## src/rtl/fsk_demodulator.sv

```systemverilog
// fsk_demodulator
//   Receive side of the 2-FSK link. The line toggles every HALF_FAST clk for a
//   mark (1) and every HALF_SLOW clk for a space (0). The line is synchronised,
//   the spacing between consecutive edges is measured, and each run is
//   classified against THRESH. A small IDLE/ACQ/LOCKED FSM qualifies the
//   stream before recovered bits are released.
//
// Ports
//   clk    : system clock
//   rst    : synchronous active-high reset
//   din    : modulated FSK line (asynchronous to clk phase)
//   dout   : recovered bit, holds the last legal classification
//   valid  : one-cycle pulse when dout is updated
//   locked : high while the FSM is in LOCKED
//   err    : one-cycle pulse on an illegal run or on loss of signal
//
// Build option
//   FSK_DEMOD_TOLERANT_EN : when defined, LOCKED survives one isolated bad run
//                           (err still pulses); a second consecutive bad run
//                           drops to ACQ.

module fsk_demodulator #(
   parameter int HALF_FAST = 4,
   parameter int HALF_SLOW = 8,
   parameter int THRESH    = 6,
   parameter int MIN_RUN   = 2,
   parameter int MAX_RUN   = 12,
   parameter int LOCK_CNT  = 2,
   parameter int CNT_W     = 5
) (
   input  logic clk,
   input  logic rst,
   input  logic din,
   output logic dout,
   output logic valid,
   output logic locked,
   output logic err
);

   localparam int MATCH_W = $clog2(LOCK_CNT + 1);

   localparam logic [CNT_W-1:0]   CNT_SAT = CNT_W'(MAX_RUN + 1);
   localparam logic [CNT_W-1:0]   CNT_MAX = CNT_W'(MAX_RUN);
   localparam logic [CNT_W-1:0]   CNT_MIN = CNT_W'(MIN_RUN);
   localparam logic [CNT_W-1:0]   CNT_THR = CNT_W'(THRESH);
   localparam logic [MATCH_W-1:0] MATCH_LOCK = MATCH_W'(LOCK_CNT);

   // Reject configurations where the nominal periods would not classify
   // cleanly or the run counter cannot hold the saturation value.
   if (!(HALF_FAST >= MIN_RUN && HALF_FAST < THRESH &&
         HALF_SLOW >= THRESH  && HALF_SLOW <= MAX_RUN &&
         MIN_RUN >= 1 && LOCK_CNT >= 1 &&
         (MAX_RUN + 1) < (1 << CNT_W))) begin : g_bad_cfg
      $error("fsk_demodulator: inconsistent parameter set");
   end

   typedef enum logic [1:0] {
      IDLE   = 2'd0,
      ACQ    = 2'd1,
      LOCKED = 2'd2
   } state_t;

   state_t               state, state_n;
   logic                 s1, s2, s3;
   logic [CNT_W-1:0]     cnt;
   logic [MATCH_W-1:0]   match, match_n;
   logic                 dout_n, valid_n, locked_n, err_n;
   logic                 din_edge, run_good, run_bit, timeout;
`ifdef FSK_DEMOD_TOLERANT_EN
   logic                 tol, tol_n;
`endif

   // s1/s2 form the synchroniser; s3 is the previous synchronised sample.
   assign din_edge = s2 ^ s3;

   // cnt holds the current run length L whenever an edge is seen.
   assign run_good = (cnt >= CNT_MIN) && (cnt <= CNT_MAX);
   assign run_bit  = (cnt < CNT_THR);
   // Fires only on the MAX_RUN -> MAX_RUN+1 step, so once per saturation;
   // an edge in the same cycle wins because it reloads the counter.
   assign timeout  = !din_edge && (cnt == CNT_MAX);

   always_ff @(posedge clk) begin
      if (rst) begin
         s1 <= 1'b0;
         s2 <= 1'b0;
         s3 <= 1'b0;
         cnt <= CNT_SAT;
      end else begin
         s1 <= din;
         s2 <= s1;
         s3 <= s2;
         if (din_edge) begin
            cnt <= CNT_W'(1);
         end else if (cnt != CNT_SAT) begin
            cnt <= cnt + CNT_W'(1);
         end
      end
   end

   always_ff @(posedge clk) begin
      if (rst) begin
         state  <= IDLE;
         match  <= '0;
         dout   <= 1'b0;
         valid  <= 1'b0;
         locked <= 1'b0;
         err    <= 1'b0;
`ifdef FSK_DEMOD_TOLERANT_EN
         tol    <= 1'b0;
`endif
      end else begin
         state  <= state_n;
         match  <= match_n;
         dout   <= dout_n;
         valid  <= valid_n;
         locked <= locked_n;
         err    <= err_n;
`ifdef FSK_DEMOD_TOLERANT_EN
         tol    <= tol_n;
`endif
      end
   end

   always_comb begin
      state_n  = state;
      match_n  = match;
      dout_n   = dout;
      valid_n  = 1'b0;
      locked_n = locked;
      err_n    = 1'b0;
`ifdef FSK_DEMOD_TOLERANT_EN
      tol_n    = tol;
`endif

      unique case (state)
         IDLE: begin
            // The first edge only opens a run; its length is meaningless.
            if (din_edge) begin
               state_n = ACQ;
               match_n = '0;
            end
         end

         ACQ: begin
            if (din_edge) begin
               if (run_good) begin
                  if (match + MATCH_W'(1) == MATCH_LOCK) begin
                     // The run that completes acquisition is also delivered.
                     state_n  = LOCKED;
                     locked_n = 1'b1;
                     match_n  = '0;
                     dout_n   = run_bit;
                     valid_n  = 1'b1;
                  end else begin
                     match_n = match + MATCH_W'(1);
                  end
               end else begin
                  err_n   = 1'b1;
                  match_n = '0;
               end
            end else if (timeout) begin
               err_n   = 1'b1;
               match_n = '0;
               state_n = IDLE;
            end
         end

         LOCKED: begin
            if (din_edge) begin
               if (run_good) begin
                  dout_n  = run_bit;
                  valid_n = 1'b1;
`ifdef FSK_DEMOD_TOLERANT_EN
                  tol_n   = 1'b0;
`endif
               end else begin
                  err_n = 1'b1;
`ifdef FSK_DEMOD_TOLERANT_EN
                  if (!tol) begin
                     tol_n = 1'b1;
                  end else begin
                     tol_n    = 1'b0;
                     state_n  = ACQ;
                     locked_n = 1'b0;
                     match_n  = '0;
                  end
`else
                  state_n  = ACQ;
                  locked_n = 1'b0;
                  match_n  = '0;
`endif
               end
            end else if (timeout) begin
               err_n    = 1'b1;
               locked_n = 1'b0;
               match_n  = '0;
               state_n  = IDLE;
`ifdef FSK_DEMOD_TOLERANT_EN
               tol_n    = 1'b0;
`endif
            end
         end

         default: begin
            state_n  = IDLE;
            match_n  = '0;
            locked_n = 1'b0;
         end
      endcase
   end

endmodule

```

## config.mk

```make
export PLATFORM = sky130hd
export DESIGN_NAME = fsk_demodulator
export DESIGN_NICKNAME = d
export VERILOG_FILES = /design/src/rtl/fsk_demodulator.sv
export SDC_FILE = /design/constraint.sdc
export NUM_CORES = 1
export LEC_CHECK = 0
export CAP_MARGIN = 25
export CORE_ASPECT_RATIO = 1.2
export CORE_MARGIN = 5
export CORE_UTILIZATION = 50
export DETAILED_ROUTE_END_ITERATION = 10
export PLACE_DENSITY = 0.69
export SETUP_SLACK_MARGIN = 0.1
export SLEW_MARGIN = 15
export SYNTH_ARGS = -nofsm -noshare
export SYNTH_HDL_FRONTEND = slang
export SYNTH_SLANG_ARGS = --single-unit
```

## constraint.sdc

```tcl
create_clock -name clk -period 2 [get_ports clk]
set_input_delay 0.5 -clock clk [delete_from_list [all_inputs] [get_ports clk]]
set_output_delay 0.5 -clock clk [all_outputs]
set_load 0.03 [all_outputs]
```

* Word-level counts from Yosys, hierarchy flattened
Cells that the tools add are included.
** Storage, ports and cells
- Bits in registers :: 16
- Word-level logic and storage cells :: 87
** Operators by class
- Equality and inequality tests :: 15
- Order comparisons :: 3
- Multiplexer cells :: 40
- Bitwise operators :: 3
- Add/subtract/negate cells :: 2
- Reductions and logical operators :: 13
** Operator list (count)
- $mux W2 :: 14
- $mux W1 :: 19
- $ne A2 B2 Y1 const B :: 6
- $ne A3 B3 Y1 const B :: 4
- $pmux W2 S3 :: 2
- $reduce_and A6 Y1 :: 2
- $mux W4 :: 2
- $reduce_or A2 Y1 :: 3
- $add A5 B1 Y5 const B :: 1
- $eq A5 B4 Y1 const B :: 1
- $ge A5 B2 Y1 const B :: 1
- $le A5 B4 Y1 const B :: 1
- $lt A5 B3 Y1 const B :: 1
- $ne A5 B4 Y1 const B :: 1
- $eq A2 B2 Y1 const B :: 2
- $pmux W1 S2 :: 2
- $reduce_and A4 Y1 :: 1
- $reduce_bool A2 Y1 :: 2
- $pmux W1 S3 :: 1
- $add A2 B1 Y2 const B :: 1
- $eq A2 B1 Y1 const B :: 1
- $logic_and A1 B1 Y1 :: 2
- $logic_not A2 Y1 :: 1
- $not A1 Y1 :: 2
- other kinds (3) :: 3

* Longest topological paths before layout
Gate-level depths: netlist of run 1.
- Depth in word-level cells :: 6
- Depth in mapped cells :: 7
- Depth with buffers taken out :: 6

* Worst setup path before layout of run 1
OpenSTA, ideal clock, no wires.
- Kind :: reg2reg
- From :: reg cnt[0]
- To :: reg state[1]
- Setup time :: 0.141 ns
- Stages on the path, launching flop included :: 7
- Period minus slack after synthesis :: 1.670 ns
- Data arrival time :: 1.529 ns
- Setup slack :: 0.330 ns
- Required time :: 1.859 ns
- Path through :: dfxtp_1 > inv_1 > ha_1 > nor4_4 > nor3_1 > a221oi_1 > o32ai_1
** On the way
- Longest elaborated chain between the ends :: 5
- Elaborated cells on any way between the ends :: 12
- Classes of those cells :: 2 x order compare; 3 x eq/ne; 4 x mux; 3 x reduce/logical
** RTL lines
- start, declared :: RTL line 65 : logic [CNT_W-1:0] cnt;
- start signal, assigned :: RTL line 96 : cnt <= cnt + CNT_W'(1);
- branches (longest 5 deep; another with $ge A5 B2 Y1)
- end signal, assigned :: RTL line 113 : state <= state_n;
- end, declared :: RTL line 63 : state_t state, state_n;
Parallel ways; which one is timed is not known.
A chain may end at the register's enable or synchronous reset.

* Worst setup path in the final report of run 1
- From :: reg locked
- To :: out locked
** RTL lines
- start, declared :: RTL line 36 : output logic locked,
- start signal, assigned :: RTL line 117 : locked <= locked_n;
No word-level cell between the ends.

==> results of run 1 <==
-- power by group --
group	internal, mW	total [mW]	switching, mW
sequential	0.364	0.430	0.0661
clock	0.0699	0.165	0.0954
combinational	0.202	0.477	0.275
-- cell type report --
| class | instances | area, µm² | area share, % |
|---|---|---|---|
| multi-input cells | 87 | 646.9 | 56.94 |
| clock buffers | 3 | 22.52 | 1.982 |
| inverters | 8 | 30.03 | 2.643 |
| well taps | 20 | 25.02 | 2.203 |
| repair buffers | 10 | 90.09 | 7.930 |
| flip-flops and latches | 16 | 321.6 | 28.30 |
-- cells by family after synthesis --
group	count (synthesis)	share of synthesized area, %
flip-flops	16	31.03
AO/OA/AOI/OAI	34	23.15
buffers and inverters	16	6.908
XOR/XNOR	4	4.122
multiplexers	2	1.939
adder cells (fa/ha/maj)	7	8.484
AND/OR/NAND/NOR	40	24.36
-- worst reg2reg max path, stage by stage, from the launching register on --
cell and delay [ps]:
dfxtp_1 350, inv_1 110, ha_1 410, nor2b_1 240, a21oi_1 80, or3_1 360
a21oi_1 140
-- flip-flops by register name (all words and copies together), names as in the netlist --
name / flops
cnt: 5
dout: 1
err: 1
locked: 1
match: 2
s1: 1
s2: 1
s3: 1
state: 2
valid: 1
-- metal layers --
metal	wire, µm	vias up
li1	-	449
met1	1000	414
met2	920	16
met3	72	5
met4	51	0
met5	0	-
-- per-stage QoR --
stage	utilization, %	area [µm²]
floorplan	-	1032
global placement	54.57	1106
detailed placement	54.57	1106
CTS	55.68	1129
global route	56.05	1136
finish	56.05	1136
-- placed cells by master (no fill, tap or decap), types with 4 or more instances in the layout --
cell type and count:
a21oi_1 10, buf_4 4, clkdlybuf4s50_1 6, dfxtp_1 15, ha_1 7, inv_1 8
nor2_1 7, nor2b_1 7, nor3_1 4, o21ai_0 4
-- timing repair --
item,4_1_cts,5_1_grt
gates resized for setup,0,2
hold endpoints to repair,0,0
setup endpoints to repair,0,2
-- final timing paths --
path                                            start  depth (start not counted)                end
worst min-delay path                    s1$_SDFF_PP0_                          1      s2$_SDFF_PP0_
worst max-delay path              locked$_SDFFE_PP0P_                          1             locked
worst max register to register  state[0]$_SDFFE_PP0P_                          6  dout$_SDFFE_PP0P_
worst min register to register          s1$_SDFF_PP0_                          1      s2$_SDFF_PP0_
==> Flow_metrics.wiki, run 1 <==
{| class="wikitable"
! Metric !! Value
|-
| Result of the run || completed
|-
| Commonest cells in the synthesized netlist || dfxtp_1, a21oi_1, inv_1
|-
| CP max stage cell || clkdlybuf4s50_1
|-
| Total die area || 0.003077 mm²
|-
| Max-cap violations || 0
|-
| Number of CTS-inserted buffers || 3
|-
| Layout cell share with drive strength beyond 1 || 12.10%
|-
| Initial antenna violation count || 0
|-
| WP data required || 1500 ps
|-
| Buffer type at the clock tree root || clkbuf_4
|-
| Largest cells by area after synthesis || dfxtp_1, ha_1, a21oi_1, nor2b_1, nor4_4
|-
| Met1 Resource Use GR || 19.42%
|-
| Largest net degree at the start of global routing || 12
|-
| H-tree depth || 1
|-
| Quantity of I/O buffers inserted on ports || 6
|-
| CTS Buffer Depth || 2
|-
| Number of fill cells || 199
|-
| Fin cells || 144
|-
| Number of antenna diodes || 0
|-
| Global-route layer with the greatest usage || met2
|-
| Portion of synthesized cell area occupied by the leading cell type || 31.03%
|-
| Iteration count of the initial detailed-routing pass || 4
|-
| Most numerous cell in the Yosys netlist || dfxtp_1
|-
| Vias in the first global route || 806
|-
| Critical Path Start Type || register
|-
| Total buffers and inverters traversed by the critical path || 1
|-
| RSZ-0062 raised after global routing || false
|-
| Clock network latency to the later pin of the worst-skew pair || 280 ps
|-
| Remaining DRCs || 0
|-
| Overall power consumption || 1.073 mW
|-
| GRT met2 Usage || 23.09%
|-
| Number of nets produced by synthesis || 129
|-
| Critical path start-end classification || reg2out
|-
| Worst slack after detailed placement || 135.3 ps
|-
| Worst-path fanout max || 2
|-
| Top cell type by total area after synthesis || dfxtp_1
|-
| Total congestion overflow after global routing || 0
|-
| Fmax || 557.6 MHz
|-
| Post-Synthesis Cell Area || 0.001032 mm²
|-
| Peak per-stage delay on the critical path || 670 ps
|-
| Final WL || 2.045 mm
|-
| GPL Wtd Cong || 0.8700
|-
| Hold Crit Class || reg2reg
|-
| Critical path arrival || 1290 ps
|-
| Max-slew headroom || 70.69%
|-
| Clock tree from TritonCTS || built
|-
| Synthesized flop and latch total || 16
|-
| Setup total negative slack || 0 ps
|-
| Worst path cell trace || clkdlybuf4s50_1
|-
| DR vias/cell || 6.139
|-
| Global-route usage over all layers || 15.52%
|-
| Internal reg-to-reg setup slack || 260 ps
|-
| Post-synthesis average cell area || 8.674 µm²
|-
| Vias after detailed routing || 884
|-
| Total instance count after detailed placement || 141
|-
| Die Span X || 51.48 µm
|-
| Met3 demand-to-capacity share in global routing || 3.990%
|-
| IO Count || 7
|-
| Floorplan Core Area || 0.002027 mm²
|-
| Synth Flop Type || dfxtp_1
|-
| Yosys warns || 0
|-
| Sequential cell area fraction in the yosys report || 31.03%
|-
| Maximum clock skew at final layout || 2.054 ps
|-
| CTS sink count || 16
|-
| Number of buffers added for setup after CTS || 0
|-
| Final hold violations || 0
|-
| # hold bufs at CTS || 0
|-
| Worst VDD drop || 0.0005609 V
|-
| Antenna viol nets, final || 0
|-
| Detail Placement HPWL || 1.549 mm
|-
| Setup violators final || 0
|-
| Row count || 18
|-
| Register clock-pin slew on the reported worst setup and hold paths || 90 ps
|-
| Wire length of the first global-routing pass || 3.519 mm
|-
| Minimum hold slack || 452.6 ps
|-
| Final Net Count || 136
|-
| Cell family with most CP delay || buffers and inverters
|-
| Final critical delay including setup and external delays || 1793 ps
|-
| Slack of the critical path || 206.7 ps
|-
| Count of mapped cells out of synthesis || 119
|-
| Starting Density || 50.93%
|-
| Leakage power || 0.4393 nW
|-
| Layout-stage area growth over the synthesis result || 10.06%
|-
| Die height || 59.77 µm
|-
| Detail-routed net length per standard cell || 14.20 µm
|-
| Power per cell area || 944.3 mW/mm²
|-
| Number of DRC markers in iteration 0 || 19
|-
| Count of distinct cell types in the synthesized netlist || 44
|-
| Element type at the critical path end || output port
|-
| Proportion of synthesized flip-flops having asynchronous set or reset || 0%
|-
| Count of flip-flops with a built-in enable after synthesis || 0
|-
| Measured slew at the worst slew-check pin || 436.3 ps
|-
| Final period util || 89.66%
|-
| Number of pins exceeding their max-slew limit in the final report || 0
|}
(Power assumes the default switching activity.)
==> run 2: changes to the inputs <==
ABC_CLOCK_PERIOD_IN_PS = 2000   (was default)
CORE_MARGIN = default   (was 5)
CORE_UTILIZATION = 55   (was 50)
PLACE_DENSITY = 0.75   (was 0.69)
==> Flow_metrics.wiki, run 2 (synthesized netlist as in run 1, its figures left out) <==
{| class="wikitable"
! Metric !! Value
|-
| Quantity of I/O buffers inserted on ports || 6
|-
| Reg power frac || 40.7%
|-
| # hold bufs at CTS || 0
|-
| Final WL || 1.945 mm
|-
| Buffer type at the clock tree root || clkbuf_4
|-
| Layout cell share with drive strength beyond 1 || 12.10%
|-
| Final period util || 89.87%
|-
| Die height || 49.46 µm
|-
| Global-route usage over all layers || 22.22%
|-
| CTS sink count || 16
|-
| Hold Crit Class || reg2reg
|-
| GPL Wtd Cong || 0.9277
|-
| Total instance count after detailed placement || 139
|-
| Total congestion overflow after global routing || 0
|-
| Leakage power || 0.4393 nW
|-
| RSZ-0062 raised after global routing || false
|-
| Combinational share of power || 43.2%
|-
| Setup violators final || 0
|-
| Measured slew at the worst slew-check pin || 442.6 ps
|-
| Layout-stage area growth over the synthesis result || 9.818%
|-
| Setup total negative slack || 0 ps
|-
| Total die area || 0.002055 mm²
|-
| Worst VDD drop || 0.0006837 V
|-
| Number of CTS-inserted buffers || 3
|-
| Register clock-pin slew on the reported worst setup and hold paths || 90 ps
|-
| Commonest non-fill, non-tap cell in the layout || dfxtp_1
|-
| Total internal power || 636.9 µW
|-
| Overall power consumption || 1.080 mW
|-
| Highest-count cells in the layout ignoring fill and taps || dfxtp_1, a21oi_1, inv_1
|-
| Register name with the most flops || cnt
|-
| Wire length of the first global-routing pass || 3.456 mm
|-
| Max-cap violations || 0
|-
| Final hold violations || 0
|-
| Critical Path Start Type || register
|-
| Cell family with most CP delay || buffers and inverters
|-
| Die Span X || 41.55 µm
|-
| IO Count || 7
|-
| Critical path arrival || 1300 ps
|-
| Utilization of the core after routing || 66.62%
|-
| Vias after detailed routing || 858
|-
| Switching share of total power || 41.01%
|-
| Leading registers by flop count || cnt: 5 flops, match: 2 flops, state: 2 flops
|-
| Fin cells || 142
|-
| Floorplan Core Area || 0.001702 mm²
|-
| Iteration count of the initial detailed-routing pass || 4
|-
| Initial antenna violation count || 0
|-
| Detail Placement HPWL || 1.457 mm
|-
| Row count || 16
|-
| Maximum clock skew at final layout || 0.5518 ps
|-
| Power per cell area || 952.4 mW/mm²
|-
| CTS Buffer Depth || 2
|-
| Fmax || 556.4 MHz
|-
| Critical path start-end classification || reg2out
|-
| Max-slew headroom || 70.26%
|-
| Worst path cell trace || clkdlybuf4s50_1
|-
| H-tree depth || 1
|-
| Max FFs per register || 5
|-
| Vias in the first global route || 797
|-
| DR vias/cell || 6.042
|-
| Number of antenna diodes || 0
|-
| WP data required || 1500 ps
|-
| Largest net degree at the start of global routing || 12
|-
| CP max stage cell || clkdlybuf4s50_1
|-
| Total buffers and inverters traversed by the critical path || 1
|-
| Detail-routed net length per standard cell || 13.70 µm
|-
| Remaining DRCs || 0
|-
| Final critical delay including setup and external delays || 1797 ps
|-
| Worst-path fanout max || 2
|-
| Result of the run || completed
|-
| Clock network latency to the later pin of the worst-skew pair || 300 ps
|-
| Net Switching || 442.7 µW
|-
| Number of DRC markers in iteration 0 || 12
|-
| Antenna viol nets, final || 0
|-
| Portion of total power attributed to the clock network || 16.1%
|-
| Total of cells resized after clock tree synthesis || 0
|-
| Element type at the critical path end || output port
|-
| Clock tree from TritonCTS || built
|-
| Number of buffers added for setup after CTS || 0
|-
| Final Net Count || 136
|-
| Starting Density || 60.66%
|-
| Peak per-stage delay on the critical path || 670 ps
|-
| Number of pins exceeding their max-slew limit in the final report || 0
|}
-- run 2: cell counts in the layout (fill, tap and decap cells not counted) --
Identical to the previous run, type by type.
-- run 2: final timing paths --
check / startpoint / end / slack [ps] / cells after the start
setup / recovery: dout$_SDFFE_PP0P_ / dout / 200 / 1
hold / removal: s1$_SDFF_PP0_ / s2$_SDFF_PP0_ / 450 / 1
setup reg to reg: state[0]$_SDFFE_PP0P_ / match[1]$_SDFFE_PP0P_ / 280 / 6
hold reg to reg: s1$_SDFF_PP0_ / s2$_SDFF_PP0_ / 450 / 1
-- run 2: layout make-up --
class	instances	area, µm²
Multi-Input combinational cell	87	646.9
Fill cell	152	568.0
Sequential cell	16	321.6
Timing Repair Buffer	10	90.09
Inverter	8	30.03
Clock buffer	3	22.52
Tap cell	18	22.52
-- run 2: power groups by stage --
| stage | Sequential (mW) | Clock (mW) | Combinational (mW) |
|---|---|---|---|
| after floorplan | 0.408 | 0 | 0.423 |
| after global placement | 0.440 | 0 | 0.459 |
| after detailed placement | 0.442 | 0 | 0.459 |
| after CTS | 0.435 | 0.178 | 0.461 |
| after global routing | 0.450 | 0.188 | 0.522 |
| final | 0.439 | 0.174 | 0.466 |
-- run 2: metrics by stage --
| stage | hold slack (ps) | worst slack, ps | area (µm²) |
|---|---|---|---|
| 2_1_floorplan | 413.8 | 330.0 | 1032 |
| 3_3_place_gp | 439.3 | 262.2 | 1104 |
| 3_5_place_dp | 440.2 | 190.2 | 1104 |
| 4_1_cts | 459.2 | 175.7 | 1126 |
| 5_1_grt | 477.7 | 132.6 | 1134 |
| 6_report | 454.2 | 202.6 | 1134 |
-- run 2: layer usage --
layer,up-vias,global-route usage (%),wire length [µm]
met3,4,4.396,120
met4,0,15.05,55
met2,19,31.25,846
met1,390,30.28,922
li1,445,-,-
met5,-,0,0
==> run 3: changes to the inputs <==
CORE_MARGIN = 4   (was default)
==> Flow_metrics.wiki, run 3 (synthesized netlist as in run 1, its figures left out) <==
{| class="wikitable"
! Metric !! Value
|-
| Result of the run || completed
|-
| Wire length of the first global-routing pass || 3.505 mm
|-
| Setup total negative slack || 0 ps
|-
| Final critical delay including setup and external delays || 1792 ps
|-
| Row count || 16
|-
| Net Switching || 450.6 µW
|-
| Reg power frac || 38.6%
|-
| Worst slack after detailed placement || 146.4 ps
|-
| Element type at the critical path end || output port
|-
| Largest net degree at the start of global routing || 12
|-
| Total buffers and inverters traversed by the critical path || 1
|-
| Critical path start-end classification || reg2out
|-
| Max-slew headroom || 67.76%
|-
| IO Count || 7
|-
| Critical Path Start Type || register
|-
| Setup violators final || 0
|-
| Cell family with most CP delay || buffers and inverters
|-
| Number of buffers added for setup after CTS || 0
|-
| Total congestion overflow after global routing || 0
|-
| Register name with the most flops || cnt
|-
| Buffer type at the clock tree root || clkbuf_4
|-
| Vias after detailed routing || 869
|-
| H-tree depth || 1
|-
| Layout cell share with drive strength beyond 1 || 12.00%
|-
| Register clock-pin slew on the reported worst setup and hold paths || 100 ps
|-
| Commonest non-fill, non-tap cell in the layout || dfxtp_1
|-
| Antenna viol nets, final || 0
|-
| Vias in the first global route || 822
|-
| Overall power consumption || 1.126 mW
|-
| Floorplan Core Area || 0.001702 mm²
|-
| Final WL || 2.078 mm
|-
| CP max stage cell || clkdlybuf4s50_1
|-
| Iteration count of the initial detailed-routing pass || 4
|-
| Layout-stage area growth over the synthesis result || 11.03%
|-
| Die Span X || 47.55 µm
|-
| Number of DRC markers in iteration 0 || 26
|-
| Combinational share of power || 42.3%
|-
| Final Net Count || 136
|-
| Max FFs per register || 5
|-
| Total internal power || 675.1 µW
|-
| Quantity of I/O buffers inserted on ports || 6
|-
| Remaining DRCs || 0
|-
| Power per cell area || 982.2 mW/mm²
|-
| CTS Buffer Depth || 2
|-
| Detail-routed net length per standard cell || 14.53 µm
|-
| CTS sink count || 16
|-
| Switching share of total power || 40.03%
|-
| Critical path arrival || 1290 ps
|-
| Starting Density || 60.66%
|-
| Post-place instance area || 0.001104 mm²
|-
| Worst VDD drop || 0.0007095 V
|-
| Number of pins exceeding their max-slew limit in the final report || 0
|-
| Maximum clock skew at final layout || 4.857 ps
|-
| Final non-filler cell area || 0.001146 mm²
|-
| Fmax || 558.1 MHz
|-
| Hold Crit Class || reg2reg
|-
| Leakage power || 0.4468 nW
|-
| DR vias/cell || 6.077
|-
| RSZ-0062 raised after global routing || false
|-
| Die height || 55.46 µm
|-
| Worst-path fanout max || 2
|-
| GPL Wtd Cong || 0.8777
|-
| Final hold violations || 0
|-
| Final period util || 89.59%
|-
| Minimum hold slack || 455.9 ps
|-
| Number of CTS-inserted buffers || 3
|-
| Initial antenna violation count || 0
|-
| Total die area || 0.002637 mm²
|-
| Peak per-stage delay on the critical path || 670 ps
|-
| Measured slew at the worst slew-check pin || 481.3 ps
|-
| Global-route usage over all layers || 17.68%
|-
| Portion of total power attributed to the clock network || 19.1%
|-
| Max-cap violations || 0
|-
| Slack of the critical path || 208.2 ps
|-
| Clock network latency to the later pin of the worst-skew pair || 290 ps
|-
| Detail Placement HPWL || 1.577 mm
|-
| WP data required || 1500 ps
|-
| Worst path cell trace || clkdlybuf4s50_1
|-
| Clock tree from TritonCTS || built
|-
| Leading registers by flop count || cnt: 5 flops, match: 2 flops, state: 2 flops
|-
| Number of antenna diodes || 0
|-
| Highest-count cells in the layout ignoring fill and taps || dfxtp_1, a21oi_1, inv_1
|}
==> run 3: cell types whose count changed in the layout (fill, tap and decap cells not counted), sizes merged <==
cell and delta:
clkbuf +1
==> run 3: layout make-up <==
type	instances	area (µm²)
fillers	132	555.5
multi-input cells	87	646.9
inverters	8	30.03
well taps	18	22.52
clock buffers	4	36.28
flip-flops and latches	16	320.3
repair buffers	10	90.09
==> run 3: what timing repair did <==
action | 4_1_cts | 5_1_grt
setup endpoints to repair | 0 | 2
resized for setup | 0 | 1
hold buffers | 0 | 0
==> run 3: worst paths after layout <==
| kind | startpoint | to | slack (ps) | depth (start not counted) |
|---|---|---|---|---|
| hold reg to reg | s1$_SDFF_PP0_ | s2$_SDFF_PP0_ | 460 | 1 |
| setup reg to reg | cnt[0]$_SDFFE_PP1N_ | state[0]$_SDFFE_PP0P_ | 210 | 6 |
| setup / recovery | dout$_SDFFE_PP0P_ | dout | 210 | 1 |
| hold / removal | s1$_SDFF_PP0_ | s2$_SDFF_PP0_ | 460 | 1 |
==> run 3: through the flow <==
| stage | util (%) | std cells |
|---|---|---|
| after floorplan | - | 119 |
| after global placement | 64.85 | 139 |
| after detailed placement | 64.85 | 139 |
| after CTS | 66.99 | 143 |
| after global routing | 67.35 | 143 |
| final | 67.35 | 143 |
==> run 3: metal layers <==
layer  global-route usage (%)  part of all wire, %  vias to the layer above
met5                        0                    0                        -
li1                         -                    -                      449
met3                    4.870                  7.0                        0
met2                    26.05                   47                       31
met1                    25.10                   46                      389
met4                    4.231                    0                        0
==> run 3: power groups by stage <==
| stage | Combinational [mW] | Sequential (mW) | Clock [mW] |
|---|---|---|---|
| after floorplan | 0.423 | 0.408 | 0 |
| after global placement | 0.460 | 0.438 | 0 |
| after detailed placement | 0.470 | 0.441 | 0 |
| after CTS | 0.472 | 0.433 | 0.220 |
| after global routing | 0.527 | 0.444 | 0.237 |
| final | 0.477 | 0.434 | 0.215 |
